### config.mk
export PLATFORM = sky130hd
export DESIGN_NAME = request_recorder_tag_ctrl
export DESIGN_NICKNAME = d
export VERILOG_FILES = /design/src/rtl/axi_slave_package.sv /design/src/rtl/tag_priority_encoder.sv /design/src/rtl/request_recorder_tag_ctrl.sv
export SDC_FILE = /design/constraint.sdc
export NUM_CORES = 1
export LEC_CHECK = 0
export CORE_UTILIZATION = 43
export CTS_CLUSTER_SIZE = 20
export DETAILED_ROUTE_END_ITERATION = 16
export PLACE_DENSITY = 0.77
export SETUP_SLACK_MARGIN = 0.5
export SYNTH_ARGS = -nofsm -noshare
export SYNTH_HDL_FRONTEND = slang
export SYNTH_SLANG_ARGS = --single-unit
### constraint.sdc
create_clock -name ACLK -period 3.5 [get_ports ACLK]
set_clock_uncertainty 0.05 [all_clocks]
set_input_delay 0.525 -clock ACLK [delete_from_list [all_inputs] [get_ports ACLK]]
set_output_delay 0.525 -clock ACLK [all_outputs]
set_load 0.005 [all_outputs]
### src/rtl/axi_slave_package.sv
// Shared widths and the arbitration priority type for the requester recorder tag logic.
package axi_slave_package;
   localparam int REQUESTER_RECORDER_ADDR_WIDTH = 5;
   localparam int REQUESTER_RECORDER_WIDTH      = 32;

   typedef enum logic {
      PRIO_WR = 1'b0,
      PRIO_RD = 1'b1
   } prio_t;
endpackage

### src/rtl/tag_priority_encoder.sv
// Finds the lowest-index clear bit of the tag allocation bitmap.
module tag_priority_encoder
   import axi_slave_package::*;
#(
   parameter int TAG_W = REQUESTER_RECORDER_ADDR_WIDTH
) (
   input  logic [2**TAG_W-1:0] bitmap,
   output logic [TAG_W-1:0]    index,
   output logic                none_free
);

   // Scanning downward lets the last hit, the lowest free index, win.
   always_comb begin
      index     = '0;
      none_free = 1'b1;
      for (int i = 2**TAG_W-1; i >= 0; i--) begin
         if (!bitmap[i]) begin
            index     = TAG_W'(i);
            none_free = 1'b0;
         end
      end
   end

endmodule

### src/rtl/request_recorder_tag_ctrl.sv
// Tag allocator for AW/AR requesters: arbitrates, hands out the lowest free tag,
// writes the granted record into the recorder, and frees tags on completion.
module request_recorder_tag_ctrl
   import axi_slave_package::*;
#(
   parameter int TAG_W = REQUESTER_RECORDER_ADDR_WIDTH,
   parameter int REC_W = REQUESTER_RECORDER_WIDTH
) (
   input  logic             ACLK,
   input  logic             ARESETn,
   input  logic             wr_req_valid,
   input  logic [REC_W-1:0] wr_req_data,
   output logic             wr_req_grant,
   input  logic             rd_req_valid,
   input  logic [REC_W-1:0] rd_req_data,
   output logic             rd_req_grant,
   output logic [TAG_W-1:0] req_tag,
   output logic             req_wr_en,
   output logic [TAG_W-1:0] req_wr_addr,
   output logic [REC_W-1:0] req_wr_data,
   input  logic             rel_valid,
   input  logic [TAG_W-1:0] rel_tag,
   output logic             rel_err,
   output logic [TAG_W:0]   tags_used,
   output logic             full,
   output logic             empty
);

   localparam int             NUM_TAGS = 2**TAG_W;
   localparam logic [TAG_W:0] FULL_CNT = (TAG_W+1)'(NUM_TAGS);

   logic [NUM_TAGS-1:0] bitmap_p1;
   logic [NUM_TAGS-1:0] bitmap_nxt;
   prio_t               prio_p1;
   logic [TAG_W-1:0]    free_idx;
   logic                none_free;
   logic                grant_ok;
   logic                wr_grant;
   logic                rd_grant;
   logic                any_grant;
   logic                rel_hit;
   logic                rel_miss;
   logic                both_req;
   logic [REC_W-1:0]    grant_data;

   tag_priority_encoder #(.TAG_W(TAG_W)) u_enc (
      .bitmap    (bitmap_p1),
      .index     (free_idx),
      .none_free (none_free)
   );

   always_comb begin
      grant_ok   = ARESETn && !full && !none_free;
      both_req   = wr_req_valid && rd_req_valid;
      wr_grant   = grant_ok && wr_req_valid && (!rd_req_valid || prio_p1 == PRIO_WR);
      rd_grant   = grant_ok && rd_req_valid && (!wr_req_valid || prio_p1 == PRIO_RD);
      any_grant  = wr_grant || rd_grant;
      rel_hit    = rel_valid && bitmap_p1[rel_tag];
      rel_miss   = rel_valid && !bitmap_p1[rel_tag];
      grant_data = wr_grant ? wr_req_data : rd_req_data;
      // A granted tag is always clear and a hit release always set, so the two never collide.
      bitmap_nxt = bitmap_p1;
      if (any_grant) bitmap_nxt[free_idx] = 1'b1;
      if (rel_hit)   bitmap_nxt[rel_tag]  = 1'b0;
   end

   assign wr_req_grant = wr_grant;
   assign rd_req_grant = rd_grant;
   assign req_tag      = free_idx;
   assign full         = (tags_used == FULL_CNT);
   assign empty        = (tags_used == '0);

   // ---- stage p1: allocation state and recorder write port ----
   always_ff @(posedge ACLK) begin
      if (!ARESETn) begin
         bitmap_p1   <= '0;
         tags_used   <= '0;
         prio_p1     <= PRIO_WR;
         req_wr_en   <= 1'b0;
         req_wr_addr <= '0;
         req_wr_data <= '0;
         rel_err     <= 1'b0;
      end else begin
         bitmap_p1 <= bitmap_nxt;
         rel_err   <= rel_miss;
         req_wr_en <= any_grant;
         if (any_grant) begin
            req_wr_addr <= free_idx;
            req_wr_data <= grant_data;
         end
         case ({any_grant, rel_hit})
            2'b10:   tags_used <= tags_used + (TAG_W+1)'(1);
            2'b01:   tags_used <= tags_used - (TAG_W+1)'(1);
            default: tags_used <= tags_used;
         endcase
         if (grant_ok && both_req)
            prio_p1 <= (prio_p1 == PRIO_WR) ? PRIO_RD : PRIO_WR;
      end
   end

endmodule

# --- Yosys cells after proc, flatten, opt, wreduce, memory -nomap -nowiden ---
# Index checks and enable logic that the tools add are counted.
op_classes:
  add_sub_neg: 2
  n_lt_le_gt_ge: 4
  n_eq_ne: 3
  mux: 75
  n_bitwise: 4
  n_reduce_logical: 22
op_table:
  columns: ["operator", "n"]
  rows:
  - ["2-to-1 mux 5 bit", 32]
  - ["2-to-1 mux 32 bit", 3]
  - ["2-to-1 mux 1 bit", 36]
  - ["AND 32 bit", 1]
  - ["inverter 32 bit", 1]
  - ["OR 32 bit", 1]
  - ["logical AND 1 bit", 12]
  - ["less-than comparator 5 x 6 -> 1 bit (second input constant)", 2]
  - ["case mux 6 bit (2 select lines)", 1]
  - ["demux 1 bit (select 5 bit)", 2]
  - ["greater-or-equal comparator 5 x 1 -> 1 bit (second input constant)", 2]
  - ["adder 6 x 1 -> 6 bit (second input constant)", 1]
  - ["equality test 6 bit (second input constant)", 1]
  - ["logical NOT 6 bit", 1]
  - ["subtractor 6 x 1 -> 6 bit (second input constant)", 1]
  - ["binary-select mux 1 bit (select 5 bit)", 1]
  - ["logical NOT 1 bit", 5]
  - ["logical OR 1 bit", 3]
  - ["equality test 2 x 1 -> 1 bit (second input constant)", 1]
  - ["equality test 2 bit (second input constant)", 1]
  - ["nonzero test 2 bit", 1]
  - ["inverter 1 bit", 1]
word_totals:
  ff_bits: 78
  in_bits: 74
  out_inout_bits: 54
  elab_cells: 117

# --- Longest topological paths before layout ---
depth:
  depth_word: 40
  mapped_depth: 18
  depth_no_buf: 14

# --- By module ---
# A second synthesis with hierarchy kept.
hier_totals:
  hier_cells: 542
  hier_area_um2: 4451.8
by_module_without_submodules:
  columns: ["module", "instances", "cells_per_inst", "area_per_inst_um2", "seq_area_each_um2"]
  rows:
  - ["request_recorder_tag_ctrl", 1, 476, 4073.9, 1561.5]
  - ["tag_priority_encoder", 1, 66, 377.9, 0.0]

# --- Least setup slack after synthesis ---
# Ideal clock, no wire load.
synth_path:
  path_type: "input-to-reg"
  from: "in rel_tag[0]"
  to: "reg tags_used[4]"
  setup_ps: 128
  t_arrival_ps: 3487
  required_ps: 3322
  slack_ps: -165
  cell_stages: 16
  path_buffers: 3
  path_cell_list: "buf_4 mux4_2 a22o_1 a221oi_2 o21ai_2 and2_1 buf_2 ha_1 buf_1 xor2_1 ha_1 a21oi_1 a32oi_1 a21oi_1 xnor2_1 nor2_1"
synth_between:
  elab_chain_len: 5
  elab_cells_between_ends: 7
  cone_classes: "eq/ne (2); mux (3); reduce/logical (2)"
synth_lines:
  columns: ["element", "line", "source"]
  rows:
  - ["start: declaration", "request_recorder_tag_ctrl.sv:22", "input logic [TAG_W-1:0] rel_tag,"]
  - ["binary-select mux 1 bit (select 5 bit) (*)", "request_recorder_tag_ctrl.sv:58", "rel_hit = rel_valid && bitmap_p1[rel_tag];"]
  - ["2-to-1 mux 1 bit (implied by the code) (*)", "request_recorder_tag_ctrl.sv:58", null]
  - ["logical AND 1 bit (*)", "request_recorder_tag_ctrl.sv:58", null]
  - ["equality test 2 x 1 -> 1 bit or equality test 2 bit (tied branches)", "request_recorder_tag_ctrl.sv:91", "case ({any_grant, rel_hit})"]
  - ["case mux 6 bit (2 select lines) or nonzero test 2 bit (tied branches)", null, null]
  - ["end signal: assignment", "request_recorder_tag_ctrl.sv:92", "2'b10: tags_used <= tags_used + (TAG_W+1)'(1);"]
  - ["end signal: assignment", "request_recorder_tag_ctrl.sv:93", "2'b01: tags_used <= tags_used - (TAG_W+1)'(1);"]
  - ["end signal: assignment", "request_recorder_tag_ctrl.sv:94", "default: tags_used <= tags_used;"]
  - ["end: declaration", "request_recorder_tag_ctrl.sv:24", "output logic [TAG_W:0] tags_used,"]
# Every way passes the cells marked *; elsewhere a longest branch is shown, timed or not. The select of a mux whose other input is x is not followed.
# A chain may end at the register's enable or synchronous reset.

# --- Worst setup path in the final report ---
layout_path:
  from: "in rel_tag[0]"
  to: "reg bitmap_p1[29]"
layout_between:
  elab_chain_len: 7
  elab_cells_between_ends: 11
  cone_classes: "order compare (2); mux (5); bitwise (2); reduce/logical (2)"
layout_lines:
  columns: ["element", "line", "source"]
  rows:
  - ["less-than comparator 5 x 6 -> 1 bit (implied by the code) or greater-or-equal comparator 5 x 1 -> 1 bit (tied branches)", "request_recorder_tag_ctrl.sv:64", "if (rel_hit) bitmap_nxt[rel_tag] = 1'b0;"]
  - ["logical AND 1 bit (implied by the code)", "request_recorder_tag_ctrl.sv:64", null]
  - ["2-to-1 mux 1 bit (implied by the code)", "request_recorder_tag_ctrl.sv:64", null]
  - ["demux 1 bit (select 5 bit)", "request_recorder_tag_ctrl.sv:64", null]
  - ["inverter 32 bit (no source line)", null, null]
  - ["AND 32 bit (no source line)", null, null]
  - ["2-to-1 mux 32 bit (*)", "request_recorder_tag_ctrl.sv:64", null]
  - ["end signal: assignment", "request_recorder_tag_ctrl.sv:84", "bitmap_p1 <= bitmap_nxt;"]
  - ["end: declaration", "request_recorder_tag_ctrl.sv:32", "logic [NUM_TAGS-1:0] bitmap_p1;"]
# Marks and branches as above.

==> results.md <==
* Status: finished clean
* Initial Util at 45.18%
* Area of the multi-input gates at 0.002554 sq mm
* Cell row count at 35
* Count leader, synth: dfxtp_1
* Die width at 101.5 microns
* Sequential cell area at 0.001585 sq mm
* Final cell count without fillers at 769
* Main combinational cell family by area after synthesis: compound AO/OA/AOI/OAI gates
* Vias in the first global route at 4474
* Most instantiated cells after synthesis: dfxtp_1, nor2_1, mux2i_1
* CTS tree: built
* Post-synthesis compound-gate area fraction at 24.97%
* Pin count of the biggest net entering global routing at 41
* Setup Viol. Count Final at 0
* Final net count at 713
* Total GRT Usage at 27.76%
* Pins over their slew limit at 0
* Async S/R FF share, synth at 0%
* Layout cell share with drive strength beyond 1 at 16.88%
* Post-Synth Adder-Cell Area at 0.8824%
* Top FF cell, synth: dfxtp_1
* Area Overhead vs Synth at 46.12%
* RePlAce Congestion at 0.9971
* DP Wirelength at 10460 microns
* Least-Margin Pin Slew at 0.9912 ns
* CP dominant cell by count: buf_4
* Iteration-0 DRC Markers at 382
* Insertion delay to the later sink of the worst-skew pair at 0.35 ns
* Relative slew slack at 33.63%
* CP max FO at 18
* Crit path kind: in -> reg
* CTS Buffer Depth at 2
* Synth Area in Simple Gates at 20.82%
* Final hold viol count at 0
* PD cells at 344.5 mW/mm^2
* Cts bufs inserted at 9
* Fill count at 764
* Largest cells by area after synthesis: dfxtp_1, mux2i_1, a21oi_1
* I/O Pins at 128
* DIE HEIGHT at 101.5 microns
* Max stage delay cell, worst path: mux4_2
* Wirelength per Cell at 18.50 microns
* Critical path arrival at 3.20 ns
* Die Area at 0.01030 sq mm
* H-tree levels at 3
* Multiplexer share of the synthesized area at 9.882%
* WL final at 14230 microns
* Area leader, netlist: dfxtp_1
* WP buf/inv at 8
* Worst Setup End Kind: register
* Syn_nets at 564
* Final ANT Viol Nets at 0
* Sink Count at 78
* Top cell type's share of synthesized area at 36.71%
* Via count at 4633
* Total leakage power at 2.407 nW
* Critical-path cell list: clkbuf_2 > buf_6 > mux4_2 > a22o_1 > a221oi_2 > o21ai_2 > buf_4 > buf_4 > buf_4 > buf_4 > buf_4 > buf_4 > nand3_1 > o221a_1
* CTS clk-pin slew, worst paths at 0.08 ns
* Via density at 6.025
* GRT overflow at 0
* F_max at 338.3 MHz
* Register area share after synthesis at 36.71%
* Synth Area in XOR/XNOR at 1.441%
* First-pass GRT wire length at 22230 microns
* DRC at 0
* Root Buffer: clkbuf_8
* Post-synth EDFFs at 0
* Hold Slack at 0.4069 ns
* Yosys reg bits at 78
* Synth Instances at 487
* Worst min-delay path class: reg -> reg
* Final worst path period share at 84.45%
* Distinct cells, synth at 60
* Max-cap viol count at 0
* RSZ-0062 raised after global routing: yes
* Post-layout min period at 2.956 ns
* Antenna diodes at 0
* Startpoint type of the worst setup path: primary input
* Initial antenna violation count at 0
* Largest delay contributor family on the critical path: buffers and inverters
* Yosys warns at 0
* Post-synthesis average cell area at 8.735 sq um
* Max VDD drop at 0.2332 mV
* Core Region at 0.009415 sq mm
* Max stage delay on crit path at 0.49 ns
* TritonRoute pass-1 iters at 7
* Buffers on Ports at 127
* Cell total after placement at 742
* CP required at 3.74 ns
* Netlist Area Pre-Place at 0.004254 sq mm
==> kinds of logic (layout without fill, tap and decap cells) <==
logic type | Yosys count | in the layout
fa+ha+maj | 3 | 3
simple gates | 165 | 165
flops | 78 | 78
mux | 37 | 37
buf+inv | 52 | 205
xor+xnor | 7 | 7
compound gates | 145 | 145
==> power by group <==
part / internal (mW) / total [mW] / switching, mW
sequential: 0.925 / 0.958 / 0.0324
clock: 0.420 / 0.765 / 0.344
combinational: 0.243 / 0.419 / 0.176
==> worst register-to-register path, stage by stage (launching register included) <==
cell and delay [ns]:
dfxtp_1 0.39, mux4_2 0.48, a22o_1 0.22, a221oi_2 0.20
o21ai_2 0.10, buf_4 0.14, buf_4 0.12, buf_4 0.12
buf_4 0.12, buf_4 0.12, buf_4 0.20, nand3_1 0.36
o221a_1 0.27
==> per-layer routing <==
layer  GRT usage (%)  part of all wire, %
met2           45.37                   48
met5               0                    0
met3           4.417                  7.5
met4           14.60                  4.1
met1           35.32                   40
==> final cells by class <==
class	count	area share, %
Timing Repair Buffer	175	26.37
Clock inverter	5	1.329
Clock buffer	10	2.214
Tap cell	129	2.597
Sequential cell	78	25.50
Inverter	15	0.9058
Multi-Input combinational cell	357	41.08
==> final timing paths <==
check	startpoint	endpoint	slack, ns	cells after the start
max	rel_tag[0]	bitmap_p1[29]	0.54	14
min	req_wr_addr[1]	req_wr_addr[1]	0.41	2
max reg2reg	bitmap_p1[21]	bitmap_p1[29]	0.55	12
min reg2reg	req_wr_addr[1]	req_wr_addr[1]	0.41	2
==> registers in the layout, indices dropped and copies added, names as in the netlist <==
signal / count
req_wr_data: 32
req_wr_addr: 5
tags_used: 6
req_wr_en: 1
rel_err: 1
bitmap_p1: 32
prio_p1: 1
==> timing repair <==
action / in CTS / in global routing
hold buffers: 0 / 0
setup endpoints to repair: 6 / 18
setup buffers: 7 / 5
gates resized for setup: 23 / 25
pin swaps: 5 / 10
gates cloned: 0 / 0
hold endpoints to repair: 0 / 0
==> per-stage QoR <==
step / TNS [ns] / total power [mW] / utilization (%) / worst slack, ns / cell area (sq um)
floorplan: 0 / 1.146 / - / 0.1454 / 4307
global route: 0 / 2.224 / 66.02 / 0.4358 / 6216
finish: 0 / 2.141 / 66.02 / 0.5443 / 6216
CTS: 0 / 2.140 / 65.25 / 0.4955 / 6143
detailed placement: -0.8641 / 1.377 / 61.71 / -0.2986 / 5811
global placement: -0.4719 / 1.367 / 61.71 / -0.1975 / 5811
==> cells in the final DEF (no fill, tap or decap), types with 13 or more instances in the layout <==
cell | netlist | routed
nand3_1 | 22 | 22
nor2_1 | 34 | 34
mux2i_1 | 33 | 33
inv_1 | 14 | 14
a21oi_1 | 32 | 30
buf_4 | 1 | 43
dfxtp_2 | 0 | 13
nand2_1 | 27 | 26
dfxtp_1 | 78 | 63
o21ai_0 | 18 | 17
clkdlybuf4s50_1 | 0 | 121
Note: power is estimated with default switching activity, not from simulation.
